$ cat src/rtl/frame_ecc_reader_if.sv
// rtl/frame_ecc_reader_if.sv - frame-store read/write port bundle for the ECC scrubber
interface frame_ecc_reader_if #(
    parameter int ADDR_W = 7
) ();
    logic              rd_req;
    logic [ADDR_W-1:0] rd_addr;
    logic              rd_ack;
    logic [38:0]       rd_data;
    logic              wr_req;
    logic [ADDR_W-1:0] wr_addr;
    logic [38:0]       wr_data;
    logic              wr_ack;

    // Scrubber side: issues requests, receives acks and read data.
    modport master (
        output rd_req, rd_addr, wr_req, wr_addr, wr_data,
        input  rd_ack, rd_data, wr_ack
    );

    // Frame-store side.
    modport slave (
        input  rd_req, rd_addr, wr_req, wr_addr, wr_data,
        output rd_ack, rd_data, wr_ack
    );
endinterface

$ cat src/rtl/frame_ecc_reader.sv
// rtl/frame_ecc_reader.sv - SECDED(39,32) frame-store scrubber with write-back of single-bit errors
module frame_ecc_reader #(
    parameter int NUM_FRAMES      = 16,
    parameter int WORDS_PER_FRAME = 8,
    parameter int ADDR_W          = 7,
    parameter int TIMEOUT_CYC     = 255,
    parameter int CNT_W           = 16
) (
    input  logic                 clk_100mhz,
    input  logic                 rst_n,
    input  logic                 scrub_start,
    frame_ecc_reader_if.master   store,
    output logic                 busy,
    output logic                 done,
    output logic [CNT_W-1:0]     corr_cnt,
    output logic [CNT_W-1:0]     uncorr_cnt,
    output logic                 err_valid,
    output logic [ADDR_W-1:0]    err_addr,
    output logic                 timeout_err,
    output logic                 overrun
);

    localparam int                TOTAL     = NUM_FRAMES * WORDS_PER_FRAME;
    localparam logic [ADDR_W-1:0] LAST_ADDR = ADDR_W'(TOTAL - 1);
    localparam int                WAIT_W    = $clog2(TIMEOUT_CYC + 1);
    // The abort fires on the cycle the wait count would reach TIMEOUT_CYC.
    localparam logic [WAIT_W-1:0] TMO_LAST  = WAIT_W'(TIMEOUT_CYC - 1);

    typedef enum logic [2:0] {
        S_IDLE,
        S_RD,
        S_CHK,
        S_WR,
        S_NXT,
        S_DONE
    } state_t;

    state_t            state;
    logic [ADDR_W-1:0] addr;
    logic [WAIT_W-1:0] wait_cnt;
    logic [38:0]       word_q;

    logic [5:0]        syn;
    logic              par;
    logic              clean;
    logic              correctable;
    logic [38:0]       fixed_word;

    // Decode the captured codeword: syndrome over positions 1..38 and overall parity.
    // Flipping bit 'syn' also covers the bit-0 case because syn is 0 there.
    always_comb begin
        syn = '0;
        for (int i = 1; i < 39; i++) begin
            if (word_q[i]) begin
                syn = syn ^ 6'(i);
            end
        end
        par         = ^word_q;
        clean       = (syn == 6'd0) && !par;
        correctable = par && (syn <= 6'd38);
        fixed_word  = word_q ^ (39'd1 << syn);
    end

    // Scrub sequencer: walks every word, classifies it, writes back fixable ones.
    always_ff @(posedge clk_100mhz) begin
        if (!rst_n) begin
            state         <= S_IDLE;
            addr          <= '0;
            wait_cnt      <= '0;
            word_q        <= '0;
            store.rd_req  <= 1'b0;
            store.rd_addr <= '0;
            store.wr_req  <= 1'b0;
            store.wr_addr <= '0;
            store.wr_data <= '0;
            busy          <= 1'b0;
            done          <= 1'b0;
            corr_cnt      <= '0;
            uncorr_cnt    <= '0;
            err_valid     <= 1'b0;
            err_addr      <= '0;
            timeout_err   <= 1'b0;
            overrun       <= 1'b0;
        end else begin
            // Any start outside IDLE (DONE included) is dropped but remembered.
            if (scrub_start && state != S_IDLE) begin
                overrun <= 1'b1;
            end

            case (state)
                S_IDLE: begin
                    if (scrub_start) begin
                        corr_cnt      <= '0;
                        uncorr_cnt    <= '0;
                        err_valid     <= 1'b0;
                        err_addr      <= '0;
                        timeout_err   <= 1'b0;
                        overrun       <= 1'b0;
                        addr          <= '0;
                        busy          <= 1'b1;
                        store.rd_req  <= 1'b1;
                        store.rd_addr <= '0;
                        wait_cnt      <= '0;
                        state         <= S_RD;
                    end
                end

                S_RD: begin
                    if (store.rd_ack) begin
                        store.rd_req <= 1'b0;
                        word_q       <= store.rd_data;
                        state        <= S_CHK;
                    end else if (wait_cnt == TMO_LAST) begin
                        store.rd_req <= 1'b0;
                        timeout_err  <= 1'b1;
                        done         <= 1'b1;
                        busy         <= 1'b0;
                        state        <= S_DONE;
                    end else begin
                        wait_cnt <= wait_cnt + WAIT_W'(1);
                    end
                end

                S_CHK: begin
                    if (clean) begin
                        state <= S_NXT;
                    end else if (correctable) begin
                        if (corr_cnt != '1) begin
                            corr_cnt <= corr_cnt + CNT_W'(1);
                        end
                        store.wr_req  <= 1'b1;
                        store.wr_addr <= addr;
                        store.wr_data <= fixed_word;
                        wait_cnt      <= '0;
                        state         <= S_WR;
                    end else begin
                        if (uncorr_cnt != '1) begin
                            uncorr_cnt <= uncorr_cnt + CNT_W'(1);
                        end
                        if (!err_valid) begin
                            err_valid <= 1'b1;
                            err_addr  <= addr;
                        end
                        state <= S_NXT;
                    end
                end

                S_WR: begin
                    if (store.wr_ack) begin
                        store.wr_req <= 1'b0;
                        state        <= S_NXT;
                    end else if (wait_cnt == TMO_LAST) begin
                        store.wr_req <= 1'b0;
                        timeout_err  <= 1'b1;
                        done         <= 1'b1;
                        busy         <= 1'b0;
                        state        <= S_DONE;
                    end else begin
                        wait_cnt <= wait_cnt + WAIT_W'(1);
                    end
                end

                S_NXT: begin
                    if (addr == LAST_ADDR) begin
                        done  <= 1'b1;
                        busy  <= 1'b0;
                        state <= S_DONE;
                    end else begin
                        addr          <= addr + ADDR_W'(1);
                        store.rd_req  <= 1'b1;
                        store.rd_addr <= addr + ADDR_W'(1);
                        wait_cnt      <= '0;
                        state         <= S_RD;
                    end
                end

                S_DONE: begin
                    done  <= 1'b0;
                    state <= S_IDLE;
                end

                default: begin
                    state <= S_IDLE;
                end
            endcase
        end
    end

endmodule

$ cat src/flat_wrapper.sv
// flat-port wrapper written by rule: the top's interface ports become plain ports
module frame_ecc_reader_flat 
#(
    parameter int NUM_FRAMES      = 16,
    parameter int WORDS_PER_FRAME = 8,
    parameter int ADDR_W          = 7,
    parameter int TIMEOUT_CYC     = 255,
    parameter int CNT_W           = 16
)
  (clk_100mhz, rst_n, scrub_start, busy, done, corr_cnt, uncorr_cnt, err_valid, err_addr, timeout_err, overrun, store_rd_req, store_rd_addr, store_wr_req, store_wr_addr, store_wr_data, store_rd_ack, store_rd_data, store_wr_ack);
  frame_ecc_reader_if #(.ADDR_W(ADDR_W)) store_i ();
  input  logic clk_100mhz;
  input  logic rst_n;
  input  logic scrub_start;
  output logic busy;
  output logic done;
  output logic [CNT_W-1:0] corr_cnt;
  output logic [CNT_W-1:0] uncorr_cnt;
  output logic err_valid;
  output logic [ADDR_W-1:0] err_addr;
  output logic timeout_err;
  output logic overrun;
  output wire logic [$bits(store_i.rd_req)-1:0] store_rd_req;
  output wire logic [$bits(store_i.rd_addr)-1:0] store_rd_addr;
  output wire logic [$bits(store_i.wr_req)-1:0] store_wr_req;
  output wire logic [$bits(store_i.wr_addr)-1:0] store_wr_addr;
  output wire logic [$bits(store_i.wr_data)-1:0] store_wr_data;
  input wire logic [$bits(store_i.rd_ack)-1:0] store_rd_ack;
  input wire logic [$bits(store_i.rd_data)-1:0] store_rd_data;
  input wire logic [$bits(store_i.wr_ack)-1:0] store_wr_ack;
  assign store_rd_req = store_i.rd_req;
  assign store_rd_addr = store_i.rd_addr;
  assign store_wr_req = store_i.wr_req;
  assign store_wr_addr = store_i.wr_addr;
  assign store_wr_data = store_i.wr_data;
  assign store_i.rd_ack = store_rd_ack;
  assign store_i.rd_data = store_rd_data;
  assign store_i.wr_ack = store_wr_ack;
  frame_ecc_reader #(.NUM_FRAMES(NUM_FRAMES), .WORDS_PER_FRAME(WORDS_PER_FRAME), .ADDR_W(ADDR_W), .TIMEOUT_CYC(TIMEOUT_CYC), .CNT_W(CNT_W)) u_core (.clk_100mhz(clk_100mhz), .rst_n(rst_n), .scrub_start(scrub_start), .store(store_i), .busy(busy), .done(done), .corr_cnt(corr_cnt), .uncorr_cnt(uncorr_cnt), .err_valid(err_valid), .err_addr(err_addr), .timeout_err(timeout_err), .overrun(overrun));
endmodule
$ cat config.mk
export PLATFORM = sky130hd
export DESIGN_NAME = frame_ecc_reader_flat
export DESIGN_NICKNAME = d
export VERILOG_FILES = /design/src/rtl/frame_ecc_reader_if.sv /design/src/rtl/frame_ecc_reader.sv /design/src/flat_wrapper.sv
export SDC_FILE = /design/constraint.sdc
export NUM_CORES = 1
export LEC_CHECK = 0
export ABC_CLOCK_PERIOD_IN_PS = 3100
export CELL_PAD_IN_SITES_DETAIL_PLACEMENT = 2
export CELL_PAD_IN_SITES_GLOBAL_PLACEMENT = 2
export CORE_MARGIN = 4
export CORE_UTILIZATION = 27
export DETAILED_ROUTE_END_ITERATION = 10
export GPL_TIMING_DRIVEN = 0
export PLACE_DENSITY_LB_ADDON = 0.05
export SYNTH_ARGS = -nofsm -noshare
export SYNTH_HDL_FRONTEND = slang
export SYNTH_SLANG_ARGS = --single-unit
$ cat constraint.sdc
create_clock -name clk_100mhz -period 3.1 [get_ports clk_100mhz]
set_input_delay 0.31 -clock clk_100mhz [delete_from_list [all_inputs] [get_ports clk_100mhz]]
set_output_delay 0.31 -clock clk_100mhz [all_outputs]
set_load 0.01 [all_outputs]
==> flow_metrics.py <==
metrics = {
    "clocking": {
        "path_clk_slew_ns": 0.07,
        "cts_tree": "yes",
        "cts-root-buf": "clkbuf_16",
        "numCtsBuffers": 17,
        "insertion_delay_ns": 0.44,
        "cts_buffer_depth": 2,
        "cts.sinks": 149,
        "htreeDepth": 4,
        "postCtsHoldBufs": 0,
    },
    "setup_path": {
        "worstPathArrival_ns": 3.39,
        "cp_max_fo": 7,
        "cp_common_cell": "buf_4",
        "crit_path_max_incr_delay_ns": 0.40,
        "timing.rr.start": "u_core.word_q[18]$_SDFFE_PN0P_",
        "path_buf_inv": 5,
        "path_cells": "xnor2_1 -> xnor2_2 -> xnor2_2 -> buf_4 -> xor2_4 -> a211oi_4 -> buf_4 -> buf_4 -> buf_4 -> a22o_1 -> o21ai_0 -> a21oi_4 -> buf_12 -> a22o_1",
        "rr_endpoint": "u_core.err_addr[1]$_SDFFE_PN0P_",
        "rr_worst_depth": 14,
        "rrSetupSlack_ns": 0.04,
        "critical_path_class": "register to register",
        "crit_path_end_kind": "register",
        "cp_top_family": "compound AO/OA/AOI/OAI gates",
        "crit_path_top_delay_cell": "o21ai_0",
        "cp.required_ns": 3.43,
        "startpoint_type": "register",
    },
    "layout": {
        "syn_to_final_growth_pct": 44.6,
        "fill_cells": 2980,
        "final_nets": 1134,
        "fin_util_pct": 40.1,
        "drive_gt1_share_pct": 16.2,
        "final-seq-area_um2": 3020,
        "multiInputGateArea_um2": 4520,
        "diodes": 0,
    },
    "min_path": {
        "whs_endpoint": "u_core.uncorr_cnt[0]$_SDFFE_PN0P_",
        "min_from": "rst_n",
        "hp-class": "input port to register",
        "whs_path_depth": 3,
    },
    "timing": {
        "period_needed_ns": 3.06,
        "fmax_mhz": 327,
        "drv_slew": 0,
        "fin_hold_ws_ns": 0.366,
        "hold_viol_final": 0,
        "worst_pin_slew_ns": 0.859,
        "fin_ws_ns": 0.0400,
        "fin_skew_ns": 0.0168,
        "slew_headroom_pct": 42.7,
        "rsz0062_at_grt": "true",
        "fin_crit_sh_pct": 98.7,
        "setup_violations": 0,
    },
    "route": {
        "wirelength_mm": 28.7,
        "vias_per_cell": 5.00,
        "drc": 0,
        "dr.first_iter.drc_count": 327,
        "vias": 7170,
        "first_pass_iters": 4,
        "wire_per_inst_um": 20.0,
        "ant_nets": 0,
    },
    "die": {
        "fp-row-count": 59,
        "die_x_um": 172,
        "ios": 143,
        "initial_core_util_pct": 27.7,
        "core_region_area_um2": 26300,
        "die_h_um": 172,
        "dieArea_um2": 29700,
    },
    "place": {
        "dp_slack_ns": -0.856,
        "port_buffers": 141,
        "place.gp.congestion": 0.763,
        "dp_hpwl_mm": 20.4,
    },
    "run": {
        "maxCapViolCount": 0,
    },
    "logic_synthesis": {
        "synthAdderAreaFrac_pct": 0.859,
        "synth_top_family_by_area": "simple AND/OR/NAND/NOR gates",
        "yosys.area.top_type": "dfxtp_1",
        "yosysMostFrequentCell": "nand2_1",
        "syn_area_um2": 7280,
        "synth_mux_area_share_pct": 0.567,
        "synth-simple-area-share_pct": 21.7,
        "synth-seq-cells": 149,
        "yosysWarnings": 0,
        "ys_top_cells_by_area": "dfxtp_1, nand2_1, xnor2_1",
        "synth_common_cells": "nand2_1, dfxtp_1, nor2_1",
        "synth_compound_area_share_pct": 17.0,
        "syn_nets": 936,
        "ys_seq_area_share_pct": 41.0,
        "yosysTopAreaCellShare_pct": 41.0,
        "synth_ff_type": "dfxtp_1",
        "syn-mean-instance-area_um2": 8.21,
        "synthXorXnorAreaFrac_pct": 16.0,
        "synthArstFlopShare_pct": 0,
        "synth_edf_count": 0,
        "syn_inst": 887,
        "yosysUniqueCellTypes": 55,
    },
    "status": {
        "status": "complete, no violations",
    },
    "grt": {
        "grt_max_degree": 18,
        "grt_pass1_vias": 7632,
        "grt_pass1_wl_mm": 43.7,
        "grtUsageTotal_pct": 19.0,
        "grt-ovfl-total": 0,
        "antenna_found_initial": 0,
    },
    "power": {
        "power.leakage_nw": 3.51,
        "vdd_drop_max_v": 0.000340,
        "p_per_area_nw_per_um2": 721,
    },
}
per-layer routing:
layer  vias to the layer above  GRT usage (%)  routed length (µm)
li1                       3468              -                   -
met1                      3565           25.5               13600
met2                       113           32.2               13900
met3                        24           2.86                 797
met4                         0           4.72                 452
met5                         -              0                   0
where the power goes:
group	switching, mW	internal, mW
registers	0.0934	2.00
logic	2.09	1.33
clock network	1.01	1.08
cells by family (layout without fill, tap and decap cells):
family,count (synthesis),after routing
AND/OR/NAND/NOR,355,355
AO/OA/AOI/OAI,196,197
XOR/XNOR,122,122
flip-flops,149,149
buffers and inverters,56,266
adder cells (fa/ha/maj),5,5
multiplexers,4,4
cell type report:
cell class / instances / share of cell area (%)
Buffer: 47 / 2.16
Clock inverter: 15 / 1.49
Sequential cell: 149 / 28.7
Tap cell: 335 / 3.98
Timing Repair Buffer: 178 / 16.4
Multi-Input combinational cell: 683 / 42.9
Clock buffer: 17 / 4.04
Inverter: 9 / 0.321
worst min-delay path: stages:
cell and delay [ns]:
clkbuf_1 0.21, nand3_1 0.15, o21ai_0 0.08
registers in the layout (all words and copies together), names as in the netlist, named ones only:
| register | flops |
|---|---|
| u_core.store.rd_req | 1 |
| u_core.corr_cnt | 16 |
| u_core.store.rd_addr | 7 |
| u_core.wait_cnt | 8 |
| u_core.done | 1 |
| u_core.uncorr_cnt | 16 |
| u_core.err_addr | 7 |
| u_core.err_valid | 1 |
| u_core.store.wr_addr | 7 |
| u_core.store.wr_data | 39 |
| u_core.word_q | 39 |
| u_core.timeout_err | 1 |
| u_core.store.wr_req | 1 |
| u_core.busy | 1 |
| u_core.state | 3 |
how the worst max path moves through the flow:
stage	start	end	cells past startpoint
6_report	u_core.word_q[18]$_SDFFE_PN0P_	u_core.err_addr[1]$_SDFFE_PN0P_	14
5_1_grt	u_core.word_q[36]$_SDFFE_PN0P_	u_core.uncorr_cnt[6]$_SDFFE_PN0P_	10
4_1_cts	u_core.word_q[37]$_SDFFE_PN0P_	u_core.uncorr_cnt[9]$_SDFFE_PN0P_	12
3_5_place_dp	u_core.word_q[37]$_SDFFE_PN0P_	u_core.err_addr[3]$_SDFFE_PN0P_	9
3_3_place_gp	u_core.word_q[36]$_SDFFE_PN0P_	u_core.err_addr[3]$_SDFFE_PN0P_	8
2_1_floorplan	u_core.word_q[36]$_SDFFE_PN0P_	u_core.corr_cnt[9]$_SDFFE_PN0P_	10
placed cells by master (no fill, tap or decap), types with 4 or more instances in the layout:
cell type and count:
nand2_1 152, clkdlybuf4s50_1 141, dfxtp_1 122, nor2_1 87, a21oi_1 74, xor2_1 47
nand3_1 40, a211oi_1 40, buf_4 35, xnor2_1 34, o21ai_0 30, xnor2_2 28
clkbuf_1 26, dfxtp_2 25, clkbuf_16 18, or3_1 12, and3_1 11, nor3_1 10
a22o_1 9, inv_1 8, clkbuf_2 7, nand4_1 7, or4_1 7, xor2_2 5
and2_1 5, o211ai_1 5, ha_1 5, inv_6 5, inv_8 5, buf_2 4
clkbuf_4 4, nor3_2 4, a22oi_1 4, o31ai_1 4, o22a_1 4
what timing repair did:
item,4_1_cts,5_1_grt
buffers inserted,19,18
endpoints found under the setup margin,95,87
gates cloned,0,2
gates resized for setup,72,59
pin swaps,17,19
metrics by stage:
stage	std cells	cell area, µm²	setup TNS [ns]	total power, mW
2_1_floorplan	887	7280	0	3.66
3_3_place_gp	1363	9110	-52.62	4.54
3_5_place_dp	1363	9110	-55.29	4.56
4_1_cts	1414	10100	-0.00372	7.19
5_1_grt	1433	10500	-0.654	7.99
6_report	1433	10500	0	7.59
No activity file was read; power rests on OpenSTA's default activity.
